$ cat src/rtl/tiny_dnn_conv_seq_if.sv
`default_nettype none
// ============================================================================
// Module   : tiny_dnn_conv_seq_if
// Brief    : Source-address stream between the conv sequencer and datapath.
// Revision : 1.0 - initial release
// ============================================================================
interface tiny_dnn_conv_seq_if #(
    parameter int AW = 12
);
    logic          src_valid;
    logic          src_ready;
    logic [AW-1:0] src_addr;
    logic          acc_last;
    logic          frame_last;

    modport master (
        output src_valid,
        output src_addr,
        output acc_last,
        output frame_last,
        input  src_ready
    );

    modport slave (
        input  src_valid,
        input  src_addr,
        input  acc_last,
        input  frame_last,
        output src_ready
    );
endinterface
`default_nettype wire

$ cat src/rtl/tiny_dnn_conv_seq.sv
`default_nettype none
// ============================================================================
// Module   : tiny_dnn_conv_seq
// Brief    : Walks one conv/pool pass (oy,ox,c,ky,kx) emitting source addresses.
// Revision : 1.0 - initial release
// ============================================================================
module tiny_dnn_conv_seq #(
    parameter int AW = 12
) (
    input  wire logic        S_AXI_ACLK,
    input  wire logic        S_AXI_ARESETN,
    input  wire logic        run,
    input  wire logic [4:0]  kw,
    input  wire logic [4:0]  kh,
    input  wire logic [3:0]  id,
    input  wire logic [4:0]  iw,
    input  wire logic [9:0]  is,
    input  wire logic [4:0]  ow,
    input  wire logic [4:0]  oh,
    tiny_dnn_conv_seq_if.master src,
    output logic             busy,
    output logic             done
);

    localparam logic [1:0] c_IDLE = 2'd0;
    localparam logic [1:0] c_LOAD = 2'd1;
    localparam logic [1:0] c_RUN  = 2'd2;
    localparam logic [1:0] c_DONE = 2'd3;

    logic [1:0]    r_state, w_state_nx;
    logic          r_run_q;
    logic          r_src_valid, r_acc_last, r_frame_last, r_busy, r_done;
    logic          w_src_valid_nx, w_busy_nx, w_done_nx;
    logic          w_acc_nx, w_frame_nx;
    logic          w_start, w_fire, w_zero_cfg;

    logic [4:0]    r_kw, r_kh, r_iw, r_ow, r_oh;
    logic [3:0]    r_id;
    logic [9:0]    r_is;

    logic [4:0]    r_kx, r_ky, r_ox, r_oy, w_kx_nx, w_ky_nx, w_ox_nx, w_oy_nx;
    logic [3:0]    r_c, w_c_nx;
    logic [AW-1:0] r_prow, r_pix, r_row, r_chan, r_addr;
    logic [AW-1:0] w_prow_nx, w_pix_nx, w_row_nx, w_chan_nx, w_addr_nx;
    logic [AW-1:0] w_iw_ext, w_is_ext;

    assign w_start    = run & ~r_run_q;
    assign w_fire     = r_src_valid & src.src_ready;
    assign w_zero_cfg = (kw == 5'd0) || (kh == 5'd0) || (id == 4'd0) ||
                        (ow == 5'd0) || (oh == 5'd0);
    assign w_iw_ext   = {{(AW-5){1'b0}}, r_iw};
    assign w_is_ext   = {{(AW-10){1'b0}}, r_is};

    // State register
    always_ff @(posedge S_AXI_ACLK or negedge S_AXI_ARESETN) begin
        if (!S_AXI_ARESETN) begin
            r_state <= c_IDLE;
        end else begin
            r_state <= w_state_nx;
        end
    end

    // Next-state logic; a low run level aborts without a done pulse
    always_comb begin
        w_state_nx = r_state;
        case (r_state)
            c_IDLE: if (w_start) w_state_nx = c_LOAD;
            c_LOAD: begin
                if (!run)            w_state_nx = c_IDLE;
                else if (w_zero_cfg) w_state_nx = c_DONE;
                else                 w_state_nx = c_RUN;
            end
            c_RUN: begin
                if (!run)                        w_state_nx = c_IDLE;
                else if (w_fire && r_frame_last) w_state_nx = c_DONE;
            end
            default: w_state_nx = c_IDLE;
        endcase
    end

    // Output logic: next values of the registered status outputs
    always_comb begin
        w_src_valid_nx = (w_state_nx == c_RUN);
        w_busy_nx      = (w_state_nx != c_IDLE);
        w_done_nx      = (w_state_nx == c_DONE);
    end

    // Counter/address stepping; addresses advance by adds only
    always_comb begin
        w_kx_nx   = r_kx;
        w_ky_nx   = r_ky;
        w_c_nx    = r_c;
        w_ox_nx   = r_ox;
        w_oy_nx   = r_oy;
        w_prow_nx = r_prow;
        w_pix_nx  = r_pix;
        w_row_nx  = r_row;
        w_chan_nx = r_chan;
        w_addr_nx = r_addr;
        w_acc_nx  = r_acc_last;
        w_frame_nx = r_frame_last;
        if (r_state == c_LOAD) begin
            w_kx_nx   = '0;
            w_ky_nx   = '0;
            w_c_nx    = '0;
            w_ox_nx   = '0;
            w_oy_nx   = '0;
            w_prow_nx = '0;
            w_pix_nx  = '0;
            w_row_nx  = '0;
            w_chan_nx = '0;
            w_addr_nx = '0;
            w_acc_nx   = (kw == 5'd1) && (kh == 5'd1) && (id == 4'd1);
            w_frame_nx = w_acc_nx && (ow == 5'd1) && (oh == 5'd1);
        end else if (r_state == c_RUN && w_fire) begin
            if (r_kx != r_kw - 5'd1) begin
                w_kx_nx   = r_kx + 5'd1;
                w_addr_nx = r_addr + AW'(1);
            end else begin
                w_kx_nx = '0;
                if (r_ky != r_kh - 5'd1) begin
                    w_ky_nx   = r_ky + 5'd1;
                    w_row_nx  = r_row + w_iw_ext;
                    w_addr_nx = r_chan + r_row + w_iw_ext;
                end else begin
                    w_ky_nx  = '0;
                    w_row_nx = r_pix;
                    if (r_c != r_id - 4'd1) begin
                        w_c_nx    = r_c + 4'd1;
                        w_chan_nx = r_chan + w_is_ext;
                        w_addr_nx = r_chan + w_is_ext + r_pix;
                    end else begin
                        w_c_nx    = '0;
                        w_chan_nx = '0;
                        if (r_ox != r_ow - 5'd1) begin
                            w_ox_nx   = r_ox + 5'd1;
                            w_pix_nx  = r_pix + AW'(1);
                            w_row_nx  = r_pix + AW'(1);
                            w_addr_nx = r_pix + AW'(1);
                        end else begin
                            w_ox_nx   = '0;
                            w_oy_nx   = (r_oy != r_oh - 5'd1) ? r_oy + 5'd1 : 5'd0;
                            w_prow_nx = r_prow + w_iw_ext;
                            w_pix_nx  = r_prow + w_iw_ext;
                            w_row_nx  = r_prow + w_iw_ext;
                            w_addr_nx = r_prow + w_iw_ext;
                        end
                    end
                end
            end
            w_acc_nx   = (w_kx_nx == r_kw - 5'd1) && (w_ky_nx == r_kh - 5'd1) &&
                         (w_c_nx == r_id - 4'd1);
            w_frame_nx = w_acc_nx && (w_ox_nx == r_ow - 5'd1) && (w_oy_nx == r_oh - 5'd1);
        end
    end

    // Datapath and output registers; run_q resets high so a level held through reset is no edge
    always_ff @(posedge S_AXI_ACLK or negedge S_AXI_ARESETN) begin
        if (!S_AXI_ARESETN) begin
            r_run_q      <= 1'b1;
            r_src_valid  <= 1'b0;
            r_acc_last   <= 1'b0;
            r_frame_last <= 1'b0;
            r_busy       <= 1'b0;
            r_done       <= 1'b0;
            r_kw <= '0; r_kh <= '0; r_id <= '0; r_iw <= '0;
            r_is <= '0; r_ow <= '0; r_oh <= '0;
            r_kx <= '0; r_ky <= '0; r_c <= '0; r_ox <= '0; r_oy <= '0;
            r_prow <= '0; r_pix <= '0; r_row <= '0; r_chan <= '0; r_addr <= '0;
        end else begin
            r_run_q      <= run;
            r_src_valid  <= w_src_valid_nx;
            r_acc_last   <= w_acc_nx & w_src_valid_nx;
            r_frame_last <= w_frame_nx & w_src_valid_nx;
            r_busy       <= w_busy_nx;
            r_done       <= w_done_nx;
            if (r_state == c_LOAD) begin
                r_kw <= kw; r_kh <= kh; r_id <= id; r_iw <= iw;
                r_is <= is; r_ow <= ow; r_oh <= oh;
            end
            r_kx <= w_kx_nx; r_ky <= w_ky_nx; r_c <= w_c_nx;
            r_ox <= w_ox_nx; r_oy <= w_oy_nx;
            r_prow <= w_prow_nx; r_pix <= w_pix_nx; r_row <= w_row_nx;
            r_chan <= w_chan_nx; r_addr <= w_addr_nx;
        end
    end

    assign src.src_valid  = r_src_valid;
    assign src.src_addr   = r_addr;
    assign src.acc_last   = r_acc_last;
    assign src.frame_last = r_frame_last;
    assign busy           = r_busy;
    assign done           = r_done;

endmodule
`default_nettype wire

$ cat src/flat_wrapper.sv
// flat-port wrapper written by rule: the top's interface ports become plain ports
module tiny_dnn_conv_seq_flat 
#(
    parameter int AW = 12
)
  (S_AXI_ACLK, S_AXI_ARESETN, run, kw, kh, id, iw, is, ow, oh, busy, done, src_src_valid, src_src_addr, src_acc_last, src_frame_last, src_src_ready);
  tiny_dnn_conv_seq_if #(.AW(AW)) src_i ();
  input  wire logic S_AXI_ACLK;
  input  wire logic S_AXI_ARESETN;
  input  wire logic run;
  input  wire logic [4:0] kw;
  input  wire logic [4:0] kh;
  input  wire logic [3:0] id;
  input  wire logic [4:0] iw;
  input  wire logic [9:0] is;
  input  wire logic [4:0] ow;
  input  wire logic [4:0] oh;
  output logic busy;
  output logic done;
  output wire logic [$bits(src_i.src_valid)-1:0] src_src_valid;
  output wire logic [$bits(src_i.src_addr)-1:0] src_src_addr;
  output wire logic [$bits(src_i.acc_last)-1:0] src_acc_last;
  output wire logic [$bits(src_i.frame_last)-1:0] src_frame_last;
  input wire logic [$bits(src_i.src_ready)-1:0] src_src_ready;
  assign src_src_valid = src_i.src_valid;
  assign src_src_addr = src_i.src_addr;
  assign src_acc_last = src_i.acc_last;
  assign src_frame_last = src_i.frame_last;
  assign src_i.src_ready = src_src_ready;
  tiny_dnn_conv_seq #(.AW(AW)) u_core (.S_AXI_ACLK(S_AXI_ACLK), .S_AXI_ARESETN(S_AXI_ARESETN), .run(run), .kw(kw), .kh(kh), .id(id), .iw(iw), .is(is), .ow(ow), .oh(oh), .src(src_i), .busy(busy), .done(done));
endmodule
$ cat config.mk
export PLATFORM = sky130hd
export DESIGN_NAME = tiny_dnn_conv_seq_flat
export DESIGN_NICKNAME = d
export VERILOG_FILES = /design/src/rtl/tiny_dnn_conv_seq_if.sv /design/src/rtl/tiny_dnn_conv_seq.sv /design/src/flat_wrapper.sv
export SDC_FILE = /design/constraint.sdc
export NUM_CORES = 1
export LEC_CHECK = 0
export BUFFER_PORTS_ARGS = -buffer_cell sky130_fd_sc_hd__buf_4
export CELL_PAD_IN_SITES_DETAIL_PLACEMENT = 2
export CELL_PAD_IN_SITES_GLOBAL_PLACEMENT = 2
export CORE_ASPECT_RATIO = 0.9
export CORE_MARGIN = 2
export CORE_UTILIZATION = 41
export DETAILED_ROUTE_END_ITERATION = 6
export GPL_ROUTABILITY_DRIVEN = 0
export HOLD_SLACK_MARGIN = 0.03
export PLACE_DENSITY_LB_ADDON = 0.15
export SLEW_MARGIN = 20
export SYNTH_ARGS = -nofsm -noshare
export SYNTH_HDL_FRONTEND = slang
export SYNTH_SLANG_ARGS = --single-unit
$ cat constraint.sdc
create_clock -name S_AXI_ACLK -period 11.92 [get_ports S_AXI_ACLK]
set_clock_uncertainty 0.15 [all_clocks]
set_input_delay 0.596 -clock S_AXI_ACLK [delete_from_list [all_inputs] [get_ports S_AXI_ACLK]]
set_output_delay 0.596 -clock S_AXI_ACLK [all_outputs]
set_load 0.05 [all_outputs]
**Yosys cells after proc, flatten, opt, wreduce, memory -nomap -nowiden**

Cells that the tools add are included.

- Register bits: 131
- Input bits: 43
- Output and inout port bits: 17
- Word-level logic and storage cells: 166

- Add/subtract/negate cells: 18
- Equal/unequal tests: 23
- Mux-type cells: 71
- Bitwise gates (word level): 5
- Reductions and logical operators: 25

Operators with widths:

| kind | count |
|---|---|
| $mux W12 | 26 |
| $mux W5 | 28 |
| $add A12 B5 Y12 | 3 |
| $mux W4 | 7 |
| $add A12 B1 Y12 const B | 2 |
| $add A12 B12 Y12 | 2 |
| $add A5 B1 Y5 const B | 4 |
| $eq A5 B1 Y1 const B | 4 |
| $eq A5 B5 Y1 | 4 |
| $logic_not A5 Y1 | 4 |
| $ne A5 B5 Y1 | 4 |
| $sub A5 B1 Y5 const B | 4 |
| $add A12 B10 Y12 | 1 |
| $logic_and A1 B1 Y1 | 10 |
| $mux W2 | 4 |
| $ne A2 B2 Y1 const B | 4 |
| $eq A2 B2 Y1 const B | 3 |
| $pmux W2 S3 | 1 |
| $mux W1 | 5 |
| $reduce_and A5 Y1 | 1 |
| $add A4 B1 Y4 const B | 1 |
| $and A1 B1 Y1 | 4 |
| $eq A4 B1 Y1 const B | 1 |
| $eq A4 B4 Y1 | 1 |
| other kinds (10) | 14 |

**Depth between registers and ports, before layout**

Gate-level depths: netlist (run 1).

- Depth in word-level cells: 14
- Depth in mapped cells: 17
- Gate-level depth less buffers: 17

**Worst setup path after synthesis (run 1)**

OpenSTA, ideal clock, no wires.

- Kind: flip-flop to flip-flop
- Start point: register u_core.r_chan[0]
- End point: register u_core.r_addr[11] (netlist: u_core.src.src_addr[11])
- Setup time: 126 ps
- Arrival time: 3657 ps
- Required time: 11644 ps
- Slack: 7987 ps
- Cell stages (with the launch flop): 18
- Buffers on the path: 0
- Clock period less this slack: 3933 ps
- Path through: dfrtp_1 -> ha_1 -> fa_1 -> a21o_1 -> a21oi_1 -> o21bai_1 -> a21oi_1 -> o21bai_1 -> a21oi_1 -> xnor2_1 -> ha_1 -> and3_1 -> a21oi_1 -> o21ai_0 -> o41ai_1 -> xnor3_1 -> nor2_1 -> o311a_1

- Word-level cells in the longest chain between the ends: 7
- Elaborated cells between the ends (all ways): 9
- Those cells by class: add/sub: 4; mux: 5

Ends and longest elaborated chain:

| item | line | text |
|---|---|---|
| start, declared | tiny_dnn_conv_seq.sv:43 | `logic [AW-1:0] r_prow, r_pix, r_row, r_chan, r_addr;` |
| start signal, assigned | tiny_dnn_conv_seq.sv:184 | `r_chan <= w_chan_nx; r_addr <= w_addr_nx;` |
| $add A12 B10 Y12 | tiny_dnn_conv_seq.sv:131 | `w_addr_nx = r_chan + w_is_ext + r_pix;` |
| $add A12 B12 Y12 | tiny_dnn_conv_seq.sv:131 |  |
| $mux W12 | tiny_dnn_conv_seq.sv:128 | `if (r_c != r_id - 4'd1) begin` |
| $mux W12 (*) | tiny_dnn_conv_seq.sv:121 | `if (r_ky != r_kh - 5'd1) begin` |
| $mux W12 (*) | tiny_dnn_conv_seq.sv:116 | `if (r_kx != r_kw - 5'd1) begin` |
| $mux W12 (*) | tiny_dnn_conv_seq.sv:115 | `end else if (r_state == c_RUN && w_fire) begin` |
| $mux W12 (*) | tiny_dnn_conv_seq.sv:102 | `if (r_state == c_LOAD) begin` |
| end signal, assigned | tiny_dnn_conv_seq.sv:184 |  |
| end, declared | tiny_dnn_conv_seq.sv:43 |  |

Every way passes the cells marked *; elsewhere a longest branch is shown, timed or not. The select of a mux whose other input is x is not followed.
A chain may end at the register's enable or synchronous reset.

**Worst setup path in the final report (run 1)**

Same ends and word-level chain as after synthesis.

==> flow_metrics.tcl, run 1 <==
set metrics [dict create \
    outcome "completed" \
    ys_ff_latch 131 \
    leakage_nw 5.191 \
    via_per_inst 6.153 \
    drt-total-wl_um 36850 \
    wl_per_cell_um 24.45 \
    yosysWarnings 0 \
    worstPathMaxFanout 5 \
    post_cts_buffers 0 \
    syn_nets 1254 \
    die_area_mm2 0.02500 \
    netlist_instances 1142 \
    yosysSeqAreaShare_pct 33.68 \
    p_total_mw 1.585 \
    grt_overflow_total 0 \
    rr_endpoint "u_core.src.src_addr[11]" \
    hold_viol 0 \
    reg2reg_depth 17 \
    tritoncts "yes" \
    grt_max_degree 78 \
    drive_above_1_share_pct 10.38 \
    die_height_um 150.2 \
    synth_ff_type "dfrtp_1" \
    grt_pass1_vias 10130 \
    core-area_mm2 0.02334 \
    ff2ff_setup_slack_ps 7360 \
    dpl.hpwl_um 26970 \
    grt_usage_pct 30.34 \
    ant_nets 0 \
    irDropWorstVdd_mv 0.08026 \
    hold-worst-slack_ps 28.63 \
    fin_crit_sh_pct 38.27 \
    dr.pass1.iters 5 \
    grt_pass1_wl_um 58860 \
    die_x_um 166.4 \
    cts_max_path_buffers 2 \
    cts_buffers 17 \
    fp-row-count 53 \
    insertion_delay_ps 440 \
    p_per_area_mw_per_mm2 142.5 \
    worstPathArrival_ps 4730 \
    fin_crit_ps 4562 \
    postCtsHoldBufs 0 \
    synth_edf_count 0 \
    rsz0062_at_grt "no" \
    portBuffers 59 \
    syn_area_per_cell_um2 8.526 \
    tns_ps 0 \
    cts-htree-levels 4 \
    setup.worst_path.start "u_core.r_chan[0]" \
    io_pins 60 \
    num_vias 9272 \
    root_buffer "clkbuf_16" \
    clock_sinks 131 \
    antenna_found_initial 0 \
    clock.fmax_mhz 219.2 \
    cp-start-kind "flip-flop" \
    timing.max_cap.violations 0 \
    syn_area_mm2 0.009737 \
    fin_nets 1303 \
    tightestPinTransition_ps 905.5 \
    min-delay-path-class "in2async" \
    crit_type "reg2reg" \
    final_core_util_pct 47.65 \
    yosys.cell_types.count 73 \
    cts_resized 0 \
    ys_async_sr_fraction_pct 100.0 \
    nFillCells 2592 \
    worstPathRequired_ps 12090 \
    crit_path_end_kind "flip-flop" \
    path_clk_slew_ps 70 \
    syn_to_final_growth_pct 14.24 \
    initial_core_util_pct 41.71 \
    first_iter_violations 583 \
    slew_headroom_pct 39.63 \
    finalSetupViolCount 0 \
    worstReg2RegStart "u_core.r_chan[0]" \
    timing_max_transition_violations_final 0 \
    drc 0 \
]
==> worst max path at each step <==
stage	slack [ps]	cells after the start	to
2_1_floorplan	7990	17	u_core.src.src_addr[11]
5_1_grt	6950	17	u_core.src.src_addr[11]
4_1_cts	7370	17	u_core.src.src_addr[11]
3_5_place_dp	7450	17	u_core.src.src_addr[11]
6_report	7360	17	u_core.src.src_addr[11]
3_3_place_gp	7530	17	u_core.src.src_addr[11]
==> stage by stage <==
stage	setup slack (ps)	area (µm²)	instances
after floorplan	7987	9737	1142
final	7358	11120	1507
after detailed placement	7445	10500	1474
after global placement	7526	10500	1474
after CTS	7369	11120	1506
after global routing	6948	11120	1506
==> cell type report <==
type	instances	area (µm²)	area share, %
well taps	302	377.9	3.397
multi-input cells	930	6148	55.28
repair buffers	74	559.3	5.028
clock buffers	18	439.2	3.948
inverters	37	138.9	1.249
diodes	1	2.502	0.02250
clock inverters	14	177.7	1.597
flip-flops and latches	131	3279	29.48
==> critical path: stages (launching register included) <==
cell	delay (ps)
dfrtp_1	420
ha_1	250
fa_1	420
a21o_1	190
a21oi_1	240
o21bai_1	100
a21oi_1	280
o21bai_1	100
a21oi_1	300
xnor2_1	190
ha_1	310
and3_1	170
a21oi_1	110
o21ai_0	160
o41ai_1	400
xnor3_1	300
nor2_1	50
o311a_1	310
==> cell usage in the layout (no fill, tap or decap), types with 5 or more instances in the layout <==
cell type  count
a211oi_1      14
a22o_1        28
nor3_1        27
a22oi_1        6
o31ai_1       13
nand3b_1       5
nor2_1        71
a31oi_1       10
o21ai_0       95
o21a_1         5
xnor2_1       67
nand2_1      211
dfrtp_1      130
xor2_1        24
nor2b_1        6
inv_1         37
a21oi_1       58
mux2i_1        6
clkbuf_16     17
nor3_2         5
fa_1          10
or4_1          5
xnor3_1        6
buf_4         73
o221ai_1       7
and2_1         8
nand4_1       11
nand3_1       41
o21bai_1      10
ha_1          59
a21o_1        16
nand2b_1       5
o211ai_1       7
and3_1        25
==> cells in the mapped netlist (5+ instances only) <==
cell      instances  area (µm²)
a211oi_1         14       105.1
a21o_1           16       120.1
a21oi_1          58       290.3
a22o_1           28       245.2
a22oi_1           6       45.04
a31oi_1          10       62.56
and2_1            8       50.05
and3_1           25       156.4
buf_1             9       33.78
buf_2             5       25.02
clkbuf_1         28       105.1
dfrtp_1         130        3253
fa_1             10       200.2
ha_1             59       738.2
inv_1            37       138.9
mux2i_1           6       60.06
nand2_1         211       792.0
nand2b_1          6       37.54
nand3_1          41       205.2
nand3b_1          5       37.54
nand4_1          11       68.82
nor2_1           71       266.5
nor2b_1           7       43.79
nor3_1           27       135.1
nor3_2            5       50.05
o211ai_1          7       52.55
o21a_1            5       37.54
o21ai_0          95       475.5
o21bai_1         10       75.07
o221ai_1          7       61.31
o31ai_1          13       97.59
or4_1             5       37.54
xnor2_1          67       586.8
xnor3_1           6       135.1
xor2_1           24       210.2
==> cell families after synthesis <==
kind of cell	share of synthesized area [%]
compound gates	20.61
xor+xnor	10.47
fa+ha+maj	9.638
buf+inv	3.277
flops	33.68
mux	0.7325
simple gates	21.59
==> report_power, final <==
group | internal, mW | switching (mW)
Clock | 0.337 | 0.232
Combinational | 0.186 | 0.291
Sequential | 0.482 | 0.0570
Total | 1.01 | 0.580
==> layer usage <==
metal / vias to the layer above / routed length [µm] / track usage, %
met5: - / 0 / 0
met1: 4799 / 17300 / 42.15
met4: 0 / 643 / 7.802
li1: 4198 / - / -
met3: 53 / 1554 / 4.154
met2: 222 / 17350 / 50.25
==> sequential cells by signal, summed over array words and instances, names as in the netlist, 5 cells and up <==
register / cells
u_core.r_oh: 5
u_core.r_is: 10
u_core.r_ky: 5
u_core.r_ox: 5
u_core.r_prow: 12
u_core.r_row: 12
u_core.r_pix: 12
u_core.r_ow: 5
u_core.r_iw: 5
u_core.r_kw: 5
u_core.r_kx: 5
u_core.r_chan: 12
u_core.r_oy: 5
u_core.src.src_addr: 12
u_core.r_kh: 5
Power figures use the tool's default switching activity.
==> inputs of run 2 (changes only) <==
--- a/config.mk
+++ b/config.mk
@@ -5,12 +5,13 @@
 export SDC_FILE = /design/constraint.sdc
 export NUM_CORES = 1
 export LEC_CHECK = 0
+export ABC_AREA = 1
 export BUFFER_PORTS_ARGS = -buffer_cell sky130_fd_sc_hd__buf_4
 export CELL_PAD_IN_SITES_DETAIL_PLACEMENT = 2
 export CELL_PAD_IN_SITES_GLOBAL_PLACEMENT = 2
 export CORE_ASPECT_RATIO = 0.9
 export CORE_MARGIN = 2
-export CORE_UTILIZATION = 41
+export CORE_UTILIZATION = 32
 export DETAILED_ROUTE_END_ITERATION = 6
 export GPL_ROUTABILITY_DRIVEN = 0
 export HOLD_SLACK_MARGIN = 0.03
==> constraint.sdc (replaced) <==
create_clock -name S_AXI_ACLK -period 3.7 [get_ports S_AXI_ACLK]
set_clock_uncertainty 0.15 [all_clocks]
set_input_delay 0.185 -clock S_AXI_ACLK [delete_from_list [all_inputs] [get_ports S_AXI_ACLK]]
set_output_delay 0.185 -clock S_AXI_ACLK [all_outputs]
set_load 0.05 [all_outputs]
==> run 2 against run 1 <==
  * Sequential share of layout area down 2.4 points
  * Sequential power rose to 3.1 times the previous value
  * Via count up 9.8%
  * Critical path type unchanged
  * Die area up 29%
  * Critical endpoint unchanged
  * Design area up 8.7%
==> flow_metrics.tcl, run 2 <==
set metrics [dict create \
    grt_overflow_total 0 \
    synth_ff_type "dfrtp_1" \
    portBuffers 59 \
    fp-row-count 60 \
    fin_crit_ps 3575 \
    synthTopCellsByCount "392 x nand2_1, 149 x inv_1, 148 x nand3_1, 130 x dfrtp_1, 84 x o21ai_0" \
    insertion_delay_ps 440 \
    grt_pass1_wl_um 62210 \
    clock.fmax_mhz 279.7 \
    synth_most_common_cell "nand2_1" \
    path_clk_slew_ps 70 \
    crit_type "reg2reg" \
    wl_per_cell_um 20.36 \
    rsz0062_at_grt "yes" \
    cts-htree-levels 4 \
    hold_viol 0 \
    grt_usage_pct 24.90 \
    die_area_mm2 0.03213 \
    syn_area_per_cell_um2 7.169 \
    syn_area_mm2 0.009828 \
    irDropWorstVdd_mv 0.3229 \
    cts_buffers 17 \
    cp_top_family "simple AND/OR/NAND/NOR gates" \
    crit_buf_inv 1 \
    min-delay-path-class "in2async" \
    synth.area.top_cells "dfrtp_1 33%, nand2_1 15%, nand3_1 7.5%, ha_1 7.5%, inv_1 5.7%" \
    clock_sinks 131 \
    placed_area_mm2 0.01088 \
    drt-total-wl_um 38830 \
    die_height_um 170.3 \
    p_per_area_mw_per_mm2 448.8 \
    crit_path_end_kind "flip-flop" \
    first_iter_violations 454 \
    dp_slack_ps -150.4 \
    num_vias 10180 \
    num_antenna_cells 0 \
    ys_ff_latch 131 \
    grt_max_degree 82 \
    finalSetupViolCount 0 \
    fin_crit_sh_pct 96.61 \
    syn_nets 1483 \
    final_cell_mix "388 x nand2_1, 148 x inv_1, 147 x nand3_1, 130 x dfrtp_1, 95 x buf_4" \
    dr.pass1.iters 5 \
    synth_top_area_share_pct 33.10 \
    cp-start-kind "flip-flop" \
    via_per_inst 5.338 \
    timing_max_transition_violations_final 0 \
    core-area_mm2 0.03003 \
    timing.max_cap.violations 0 \
    root_buffer "clkbuf_16" \
    worstPathMaxFanout 3 \
    io_pins 60 \
    drive_above_1_share_pct 12.90 \
    final_area_mm2 0.01209 \
    dpl.hpwl_um 28170 \
    slew_headroom_pct 49.89 \
    drc 0 \
    yosys.cell_types.count 51 \
    fin_nets 1603 \
    grt_pass1_vias 11130 \
    cp_slowest_stage_delay_ps 380 \
    cts_max_path_buffers 2 \
    slowest_stage "dfrtp_1" \
    crit_chain "ha_2, fa_2, nand3_2, nand2_2, a21oi_2, o21bai_2, xor2_2, inv_2, ha_4, nand2_2, nor3_2, a21oi_2, o21ai_2, nand2_1, nand2_1, a21oi_2, nand3_1, nand2_1, o21ai_1, nand2_1, nand2_1, nand2_1, nand2_1, nand2_1" \
    fin_ws_ps 125.3 \
    leakage_nw 5.941 \
    worstPathArrival_ps 3750 \
    cp_common_cell "nand2_1" \
    tritoncts "yes" \
    final_common_cell "nand2_1" \
    ant_nets 0 \
    yosysWarnings 0 \
    outcome "completed" \
    initial_core_util_pct 32.73 \
    syn_to_final_growth_pct 23.03 \
    netlist_instances 1371 \
    worstPathRequired_ps 3870 \
    die_x_um 188.7 \
    tightestPinTransition_ps 747.1 \
    synth_edf_count 0 \
    yosysTopAreaCell "dfrtp_1" \
    antenna_found_initial 0 \
    ys_async_sr_fraction_pct 100.0 \
    yosysSeqAreaShare_pct 33.37 \
]
[run 2: cell count changes after synthesis, moves of 14 or more]
cell and delta:
nor3_1 -15, xor2_1 +18, o22ai_1 +25, a22o_1 -27, nand3_1 +107, inv_1 +112
xnor2_1 -54, and3_1 -25, nand2_1 +181, a211oi_1 -14
[run 2: logic make-up after synthesis]
group | share of synthesized area, %
XOR/XNOR | 4.901
AND/OR/NAND/NOR | 31.08
buffers and inverters | 7.753
flip-flops | 33.37
AO/OA/AOI/OAI | 13.35
adder cells (fa/ha/maj) | 9.548
[run 2: metrics by stage]
stage / utilization, % / hold slack [ps] / power [mW] / std cells / setup TNS, ps
2_1_floorplan: - / -260.6 / 2.839 / 1371 / 0
3_3_place_gp: 36.24 / 43.82 / 3.362 / 1829 / 0
3_5_place_dp: 36.24 / 47.68 / 3.439 / 1829 / -221.1
4_1_cts: 39.82 / 138.8 / 5.436 / 1905 / 0
5_1_grt: 40.27 / 184.5 / 5.758 / 1907 / -213.6
6_report: 40.27 / 133.8 / 5.427 / 1907 / 0
[run 2: worst paths after layout]
kind / start / end / slack [ps] / depth (start not counted)
min in group S_AXI_ACLK: src_src_ready / u_core.r_ky[0] / 160 / 4
max in group asynchronous: S_AXI_ARESETN / u_core.r_ox[1] / 2380 / 3
min: S_AXI_ARESETN / u_core.r_row[8] / 130 / 2
max: u_core.r_is[0] / u_core.src.src_addr[11] / 130 / 24
min reg2reg: u_core.r_is[6] / u_core.r_is[6] / 340 / 2
max reg2reg: u_core.r_is[0] / u_core.src.src_addr[11] / 130 / 24
[run 2: what timing repair did]
item | in CTS | in global routing
hold buffers | 41 | 0
endpoints found under the hold margin | 96 | 0
pin swaps | 3 | 10
resized for setup | 5 | 26
buffers inserted | 3 | 2
gates cloned | 0 | 0
endpoints found under the setup margin | 2 | 6
[run 2: layout make-up]
class / count / area, µm²
Tap cell: 403 / 504.2
Sequential cell: 131 / 3279
Fill cell: 3543 / 17940
Clock inverter: 14 / 200.2
Inverter: 159 / 596.8
Multi-Input combinational cell: 1044 / 5927
Timing Repair Buffer: 138 / 1155
Clock buffer: 18 / 429.2
[run 2: layer usage]
| metal | wire length, µm | GRT usage (%) |
|---|---|---|
| met1 | 18700 | 34.07 |
| met3 | 1179 | 3.980 |
| met5 | 0 | 0 |
| met4 | 596 | 5.740 |
| met2 | 18360 | 41.29 |
[run 2: power breakdown]
part / internal [mW] / leakage [nW] / switching, mW
registers: 1.56 / 1.76 / 0.130
clock network: 1.14 / 0.298 / 0.779
logic: 0.608 / 3.88 / 1.21
total: 3.31 / 5.94 / 2.12
